`src/rtl/divider_toplevel_seq.sv`:
```
// ---------------------------------------------------------------------------
// divider_toplevel_seq
//   Sequential restoring divider, the inverse datapath of the shift-add
//   multiplier. Operands are captured on Start in IDLE. One quotient bit is
//   produced per clock. Quotient/Remainder are registered and hold their
//   value until the next operation finishes.
//
// Ports
//   Clk        in   1      system clock, rising edge
//   Reset      in   1      asynchronous, active-low reset
//   Start      in   1      run request (level), must drop between operations
//   Dividend   in   WIDTH  numerator, captured in IDLE when Start=1
//   Divisor    in   WIDTH  denominator, captured with Dividend
//   Quotient   out  WIDTH  registered quotient
//   Remainder  out  WIDTH  registered remainder
//   Busy       out  1      high in LOAD/CALC/FIX
//   Done       out  1      high in DONE only
//   DivZero    out  1      last operation had Divisor==0
//
// Configuration
//   DIVIDER_SIGNED_EN : when defined, operands are two's complement and the
//   result truncates toward zero (remainder takes the dividend's sign).
//   When undefined, operands are unsigned.
// ---------------------------------------------------------------------------
module divider_toplevel_seq #(
  parameter int WIDTH = 8
) (
  input  logic             Clk,
  input  logic             Reset,
  input  logic             Start,
  input  logic [WIDTH-1:0] Dividend,
  input  logic [WIDTH-1:0] Divisor,
  output logic [WIDTH-1:0] Quotient,
  output logic [WIDTH-1:0] Remainder,
  output logic             Busy,
  output logic             Done,
  output logic             DivZero
);

  localparam int CW = $clog2(WIDTH + 1);

  typedef enum logic [2:0] {
    S_IDLE,
    S_LOAD,
    S_CALC,
    S_FIX,
    S_DONE
  } state_t;

  state_t           r_state;
  state_t           w_stateNext;

  logic [WIDTH-1:0] r_dividend;
  logic [WIDTH-1:0] r_divisor;
  logic [WIDTH:0]   r_rem;
  logic [WIDTH-1:0] r_quo;
  logic [WIDTH-1:0] r_den;
  logic [CW-1:0]    r_count;

  logic [WIDTH-1:0] w_dividendMag;
  logic [WIDTH-1:0] w_divisorMag;
  logic [WIDTH-1:0] w_quoFix;
  logic [WIDTH-1:0] w_remFix;
  logic [WIDTH+1:0] w_shRem;
  logic [WIDTH:0]   w_diff;
  logic             w_geq;
  logic             w_lastIter;

`ifdef DIVIDER_SIGNED_EN
  // Magnitudes wrap for the most-negative value, which is exactly what the
  // unsigned core needs (0x80 stays 0x80 as an unsigned magnitude).
  assign w_dividendMag = r_dividend[WIDTH-1] ? -r_dividend : r_dividend;
  assign w_divisorMag  = r_divisor[WIDTH-1]  ? -r_divisor  : r_divisor;
  assign w_quoFix = (r_dividend[WIDTH-1] ^ r_divisor[WIDTH-1]) ? -r_quo : r_quo;
  assign w_remFix = r_dividend[WIDTH-1] ? -r_rem[WIDTH-1:0] : r_rem[WIDTH-1:0];
`else
  assign w_dividendMag = r_dividend;
  assign w_divisorMag  = r_divisor;
  assign w_quoFix      = r_quo;
  assign w_remFix      = r_rem[WIDTH-1:0];
`endif

  // Shifted partial remainder, with one extra headroom bit so the compare
  // sees the full value. After a restore R < D, so the shifted value always
  // fits in WIDTH+1 bits and the difference needs no extra sign bit.
  assign w_shRem    = {r_rem, r_quo[WIDTH-1]};
  assign w_geq      = (w_shRem >= {2'b00, r_den});
  assign w_diff     = w_shRem[WIDTH:0] - {1'b0, r_den};
  assign w_lastIter = (r_count == CW'(WIDTH - 1));

  // State register.
  always_ff @(posedge Clk or negedge Reset) begin
    if (!Reset) begin
      r_state <= S_IDLE;
    end else begin
      r_state <= w_stateNext;
    end
  end

  // Next-state and status decode. A zero divisor still passes through FIX
  // so that the divide-by-zero result appears one cycle after LOAD.
  always_comb begin
    w_stateNext = r_state;
    Busy        = 1'b0;
    Done        = 1'b0;
    unique case (r_state)
      S_IDLE: begin
        if (Start) w_stateNext = S_LOAD;
      end
      S_LOAD: begin
        Busy        = 1'b1;
        w_stateNext = (r_divisor == '0) ? S_FIX : S_CALC;
      end
      S_CALC: begin
        Busy = 1'b1;
        if (w_lastIter) w_stateNext = S_FIX;
      end
      S_FIX: begin
        Busy        = 1'b1;
        w_stateNext = S_DONE;
      end
      S_DONE: begin
        Done = 1'b1;
        if (!Start) w_stateNext = S_IDLE;
      end
      default: w_stateNext = S_IDLE;
    endcase
  end

  // Datapath: operand capture, restoring iterations, and result registers.
  always_ff @(posedge Clk or negedge Reset) begin
    if (!Reset) begin
      r_dividend <= '0;
      r_divisor  <= '0;
      r_rem      <= '0;
      r_quo      <= '0;
      r_den      <= '0;
      r_count    <= '0;
      Quotient   <= '0;
      Remainder  <= '0;
      DivZero    <= 1'b0;
    end else begin
      unique case (r_state)
        S_IDLE: begin
          if (Start) begin
            r_dividend <= Dividend;
            r_divisor  <= Divisor;
          end
        end
        S_LOAD: begin
          r_rem   <= '0;
          r_quo   <= w_dividendMag;
          r_den   <= w_divisorMag;
          r_count <= '0;
          if (r_divisor == '0) begin
            Quotient  <= '1;
            Remainder <= r_dividend;
            DivZero   <= 1'b1;
          end else begin
            DivZero <= 1'b0;
          end
        end
        S_CALC: begin
          r_rem   <= w_geq ? w_diff : w_shRem[WIDTH:0];
          r_quo   <= {r_quo[WIDTH-2:0], w_geq};
          r_count <= r_count + 1'b1;
        end
        S_FIX: begin
          if (!DivZero) begin
            Quotient  <= w_quoFix;
            Remainder <= w_remFix;
          end
        end
        default: begin
        end
      endcase
    end
  end

endmodule

```
`config.mk`:
```
export PLATFORM = sky130hd
export DESIGN_NAME = divider_toplevel_seq
export DESIGN_NICKNAME = d
export VERILOG_FILES = /design/src/rtl/divider_toplevel_seq.sv
export SDC_FILE = /design/constraint.sdc
export NUM_CORES = 1
export LEC_CHECK = 0
export BUFFER_PORTS_ARGS = -buffer_cell sky130_fd_sc_hd__buf_2
export CAP_MARGIN = 30
export CORE_MARGIN = 2
export CORE_UTILIZATION = 30
export CTS_BUF_LIST = sky130_fd_sc_hd__clkbuf_4 sky130_fd_sc_hd__clkbuf_8
export DETAILED_ROUTE_END_ITERATION = 6
export SYNTH_ARGS = -nofsm -noshare
export SYNTH_HDL_FRONTEND = slang
export SYNTH_SLANG_ARGS = --single-unit
export TNS_END_PERCENT = 30
```
`constraint.sdc`:
```
create_clock -name Clk -period 2.5 [get_ports Clk]
set_input_delay 0.75 -clock Clk [delete_from_list [all_inputs] [get_ports Clk]]
set_output_delay 0.75 -clock Clk [all_outputs]
set_load 0.02 [all_outputs]
```
* Yosys cells after proc, flatten, opt, wreduce, memory -nomap -nowiden
Index checks and enable logic that the tools add are counted.
Widths: inputs -> output; s select.
** Word-level totals
- Register bits after elaboration :: 65
- Bits of input ports :: 19
- Output and inout bits :: 19
** Cells by class
- Add/subtract/negate cells :: 2
- $lt $le $gt $ge :: 1
- Equality and inequality tests :: 10
- Mux-type cells :: 18
- Reductions and logical operators :: 8
** Operators with widths (count)
- $pmux 8 s2 :: 3
- $mux 8 :: 4
- $pmux 9 s2 :: 1
- $pmux 3 s5 :: 1
- $ge 10x8->1 :: 1
- $ne 2x2->1 const B :: 5
- $mux 3 :: 3
- $mux 9 :: 1
- $sub 9x8->9 :: 1
- $logic_not 8->1 :: 1
- $pmux 4 s2 :: 1
- $eq 3x2->1 const B :: 2
- $reduce_and 3->1 :: 2
- $add 4x1->4 const B :: 1
- $eq 4x3->1 const B :: 1
- $mux 1 :: 4
- $reduce_bool 2->1 :: 2
- $eq 3x1->1 const B :: 1
- $eq 3x3->1 const B :: 1
- $logic_not 3->1 :: 1
- $reduce_or 3->1 :: 1
- $reduce_and 2->1 :: 1

* Logic depth before layout (Yosys ltp)
- Word-level depth :: 3
- Gate-level depth with buffers :: 10

* Worst setup path after synthesis
No wires, ideal clock.
- Path kind :: register to register
- Start :: register r_quo[7]
- End :: register r_rem[3]
- Setup time :: 0.135 ns
- Arrival time :: 2.111 ns
- Data required time :: 2.365 ns
- Slack :: 0.254 ns
- Stages on the path, launching flop included :: 10
- Clock period less this slack :: 2.246 ns
- Cell sequence :: dfrtp_1 -> inv_1 -> ha_1 -> fa_1 -> nand2b_1 -> a21o_1 -> a21boi_1 -> or2_1 -> buf_6 -> o211ai_1
** On the way
- Word-level cells in the longest chain between the ends :: 3
** Ends and longest elaborated chain
- from (decl) :: line 56 : logic [WIDTH-1:0] r_quo;
- from (signal assigned) :: line 152 : r_quo <= w_dividendMag;
- from (signal assigned) :: line 165 : r_quo <= {r_quo[WIDTH-2:0], w_geq};
- $sub 9x8->9 / $ge 10x8->1 (equally long branches) :: line 88, 87
- $mux 9 * :: line 164 : r_rem <= w_geq ? w_diff : w_shRem[WIDTH:0];
- $pmux 9 s2 * :: line 143 : unique case (r_state)
- to (signal assigned) :: line 164
- to (decl) :: line 55 : logic [WIDTH:0] r_rem;
Every way passes the cells marked *; elsewhere a longest branch is shown, timed or not.
A chain may end at the register's enable or synchronous reset.

* Final worst setup path
Same ends and word-level chain as after synthesis.

==> report_table.html <==
<table>
<tr><th>Metric</th><th>Value</th></tr>
<tr><th colspan="2">Timing</th></tr>
<tr><td>RSZ-0062 raised after global routing</td><td>no</td></tr>
<tr><td>Slew headroom</td><td>0.394</td></tr>
<tr><td>Hold Violations, Final</td><td>0</td></tr>
<tr><td>Final Max Tran Viols</td><td>0</td></tr>
<tr><td>Worst setup skew after layout</td><td>11.9 ps</td></tr>
<tr><td>F_max</td><td>440 MHz</td></tr>
<tr><td>Share of the clock period used by the worst path after layout</td><td>0.910</td></tr>
<tr><td>Setup Total Neg Slack</td><td>0 ps</td></tr>
<tr><td>Final critical path time including I/O delays and setup</td><td>2270 ps</td></tr>
<tr><td>Count of final setup violators</td><td>0</td></tr>
<tr><td>Actual slew at the worst max-slew pin</td><td>905 ps</td></tr>
<tr><th colspan="2">Placed design</th></tr>
<tr><td>Buffers on Ports</td><td>37</td></tr>
<tr><td>Cell area reported after detailed placement</td><td>0.00372 mm2</td></tr>
<tr><td>Placer congestion estimate</td><td>~0.86</td></tr>
<tr><td>DP HPWL</td><td>5670 um</td></tr>
<tr><th colspan="2">Run</th></tr>
<tr><td>Max-Cap Viols</td><td>0</td></tr>
<tr><th colspan="2">Final layout</th></tr>
<tr><td>Ratio of cells with drive above 1 in the final layout</td><td>0.222</td></tr>
<tr><td>Area Growth Syn to Fin</td><td>17.9%</td></tr>
<tr><td>Most frequent standard cell in the layout excluding fill and tap cells</td><td>dfrtp_1</td></tr>
<tr><td>Most used cells in the layout excluding fill and tap cells</td><td>65 x dfrtp_1, 50 x nand2_1, 44 x nor2_1</td></tr>
<tr><td>Total Nets Final</td><td>425</td></tr>
<tr><td>Diode insertion count for antenna repair</td><td>0</td></tr>
<tr><td>Final Cell Area</td><td>approximately 0.0040 mm2</td></tr>
<tr><th colspan="2">Critical path</th></tr>
<tr><td>Source of the worst register-to-register timing path</td><td>r_quo[7]</td></tr>
<tr><td>FF-to-FF End</td><td>r_rem[3]</td></tr>
<tr><td>Cell count of the worst reg-to-reg path</td><td>8</td></tr>
<tr><td>Crit path launch type</td><td>flip-flop</td></tr>
<tr><td>Required time of the critical path</td><td>2710 ps</td></tr>
<tr><td>Cell with the largest stage delay on the worst path</td><td>fa_1</td></tr>
<tr><td>Endpoint arrival time on the critical path</td><td>2490 ps</td></tr>
<tr><td>Worst Path Class, Setup</td><td>reg -&gt; reg</td></tr>
<tr><td>Worst setup startpoint</td><td>r_quo[7]</td></tr>
<tr><td>Critical Path Fanout Max</td><td>7</td></tr>
<tr><td>Setup slack, reg-to-reg</td><td>230 ps</td></tr>
<tr><td>Slowest cell delay on critical path</td><td>400 ps</td></tr>
<tr><td>Chain of cells forming the critical path</td><td>inv_1 &gt; ha_1 &gt; fa_1 &gt; nand2b_1 &gt; a21o_1 &gt; a21boi_2 &gt; or2_1 &gt; o211ai_1</td></tr>
<tr><td>Setup crit end kind</td><td>flip-flop</td></tr>
<tr><th colspan="2">Clocking</th></tr>
<tr><td>Num CTS Buffers</td><td>9</td></tr>
<tr><td>Setup Fix Bufs, Post-CTS</td><td>0</td></tr>
<tr><td>Maximum clock insertion buffer count</td><td>2</td></tr>
<tr><td>CTS tree</td><td>built</td></tr>
<tr><td>Clock edge transition at the registers on the reported setup and hold paths</td><td>~80 ps</td></tr>
<tr><td>Root Driver</td><td>clkbuf_8</td></tr>
<tr><td>Clock latency at the later pin of the worst-skew pair</td><td>between 300 and 400 ps</td></tr>
<tr><td>H-Tree Depth</td><td>3</td></tr>
<tr><td>Clock tree sinks</td><td>65</td></tr>
<tr><th colspan="2">Logic synthesis</th></tr>
<tr><td>Library cells used by synthesis</td><td>48</td></tr>
<tr><td>Post-synthesis instance total</td><td>355</td></tr>
<tr><td>Flop and latch count out of synthesis</td><td>65</td></tr>
<tr><td>Cell area after synthesis</td><td>0.00335 mm2</td></tr>
<tr><td>Syn Nets</td><td>384</td></tr>
<tr><td>Sequential cell area fraction in the yosys report</td><td>0.485</td></tr>
<tr><td>EDFF count, synth</td><td>0</td></tr>
<tr><td>Async set-reset flop share out of synthesis</td><td>1.00</td></tr>
<tr><td>Synthesis Warnings</td><td>0</td></tr>
<tr><td>Top_reg_cell synth</td><td>dfrtp_1</td></tr>
<tr><td>Mean area per synthesized cell</td><td>~9.4 um2</td></tr>
<tr><th colspan="2">Global route</th></tr>
<tr><td>Total routing usage reported by global routing</td><td>0.140</td></tr>
<tr><td>Via count of the first global-routing pass</td><td>2618</td></tr>
<tr><td>Pin count of the biggest net entering global routing</td><td>66</td></tr>
<tr><td>Number of antenna violations at the first check in global routing</td><td>0</td></tr>
<tr><td>Total grt overflow</td><td>0</td></tr>
<tr><td>Wire length of the first global-routing pass</td><td>12900 um</td></tr>
<tr><th colspan="2">Pwr</th></tr>
<tr><td>Leakage Power</td><td>approximately 0.0018 uW</td></tr>
<tr><td>Worst IR drop on VDD</td><td>between 0.0006 and 0.0007 V</td></tr>
<tr><td>Pwr Density</td><td>1500 mW/mm2</td></tr>
<tr><th colspan="2">Drt</th></tr>
<tr><td>Remaining DRCs</td><td>0</td></tr>
<tr><td>Routed Wire Length</td><td>between 7000 and 8000 um</td></tr>
<tr><td>Count of TritonRoute iterations in the first routing pass</td><td>5</td></tr>
<tr><td>Via count</td><td>2713</td></tr>
<tr><td>Violation count after the first detailed-routing iteration</td><td>169</td></tr>
<tr><td>Final antenna-violating net count</td><td>0</td></tr>
<tr><td>Vias per Instance</td><td>5.01</td></tr>
<tr><td>Routed wirelength normalized by instance count</td><td>approximately 14 um</td></tr>
<tr><th colspan="2">Die</th></tr>
<tr><td>Number of placement rows</td><td>38</td></tr>
<tr><td>Initial cell density of the core</td><td>0.308</td></tr>
<tr><td>I/O pin total</td><td>38</td></tr>
<tr><td>Core box area</td><td>roughly 0.011 mm2</td></tr>
<tr><td>Die X-Extent</td><td>110 um</td></tr>
<tr><td>Height of the die</td><td>110 um</td></tr>
<tr><td>Total Die Area</td><td>approximately 0.012 mm2</td></tr>
<tr><th colspan="2">Run status</th></tr>
<tr><td>Outcome</td><td>complete, no violations</td></tr>
<tr><th colspan="2">Min path</th></tr>
<tr><td>Hold Crit Class</td><td>in -&gt; async</td></tr>
</table>
==> cells by family after synthesis <==
kind of cell               count (synthesis)  synth area share
DFF                                       65             0.485
and+or+nand+nor                          123             0.163
xor gates and xnor gates                   4            0.0105
adders and majority gates                 10            0.0396
muxes                                     24            0.0777
buffers and inverters                     34            0.0459
AOI/OAI and AO/OA                         95             0.178
==> area by class of cell <==
cell class	count	area, um2
clock inverters	6	88.8
multi-input cells	256	1570
flip-flops and latches	65	1630
well taps	140	175
clock buffers	10	138
inverters	14	52.6
fillers	1114	6940
repair buffers	50	295
==> cells in the mapped netlist, types with 4 or more instances <==
| cell | instances | share of area |
|---|---|---|
| dfrtp_1 | 65 | 0.49 |
| nand3_1 | 6 | 0.0090 |
| o21ai_0 | 29 | 0.043 |
| nor2_1 | 44 | 0.049 |
| nand2b_1 | 4 | 0.0075 |
| o211ai_1 | 8 | 0.018 |
| a21o_1 | 4 | 0.0090 |
| inv_1 | 14 | 0.016 |
| mux2i_1 | 8 | 0.024 |
| mux2_2 | 16 | 0.054 |
| clkbuf_1 | 11 | 0.012 |
| o22ai_1 | 7 | 0.013 |
| nand2_1 | 50 | 0.056 |
| ha_1 | 9 | 0.034 |
| a21oi_1 | 28 | 0.042 |
==> through the flow <==
stage                     hold WS (ps)  cells  setup slack (ps)  total power (uW)   util
after CTS                          422    541               110              6000  0.362
after detailed placement           472    525               128              4950  0.342
final                              397    541               226              5940  0.363
after global routing               421    541              51.6              6490  0.363
after global placement             464    525               172              4850  0.342
after floorplan                    444    355               254              4190      -
==> worst max-delay path by stage <==
stage                          end  slack, ps
after global routing      r_rem[3]         50
after detailed placement  r_rem[3]        130
after CTS                 r_rem[3]        110
after floorplan           r_rem[3]        250
final                     r_rem[3]        230
after global placement    r_rem[5]        170
==> state kept, by name, summed over array words and instances (netlist names) <==
| signal | flops |
|---|---|
| r_rem | 9 |
| r_den | 8 |
| r_dividend | 8 |
| Quotient | 8 |
| Remainder | 8 |
| DivZero | 1 |
| r_count | 4 |
| r_quo | 8 |
| r_divisor | 8 |
| r_state | 3 |
==> worst max-delay path, delay by kind of cell, from the launching register on <==
kind            cells  cell delay, ps
flops               1             380
simple gates        2             480
compound gates      3             590
buf+inv             1              70
fa+ha+maj           2             620
==> report_power, final <==
part | internal (uW) | total (uW) | switching [uW]
clock | 590 | 1020 | 429
combinational | 1240 | 2950 | 1710
sequential | 1540 | 1970 | 426
==> layer usage <==
metal / global-route usage / routed length [um] / vias up
met4: 0.0452 / 131 / 0
met2: 0.217 / 3650 / 68
li1: - / - / 1328
met1: 0.190 / 3660 / 1305
met5: 0 / 0 / -
met3: 0.0373 / 372 / 12
==> what timing repair did <==
action | in CTS | in global routing
hold buffers | 0 | 0
gates resized for setup | 0 | 1
setup endpoints to repair | 0 | 9
No activity file was read; power rests on OpenSTA's default activity.
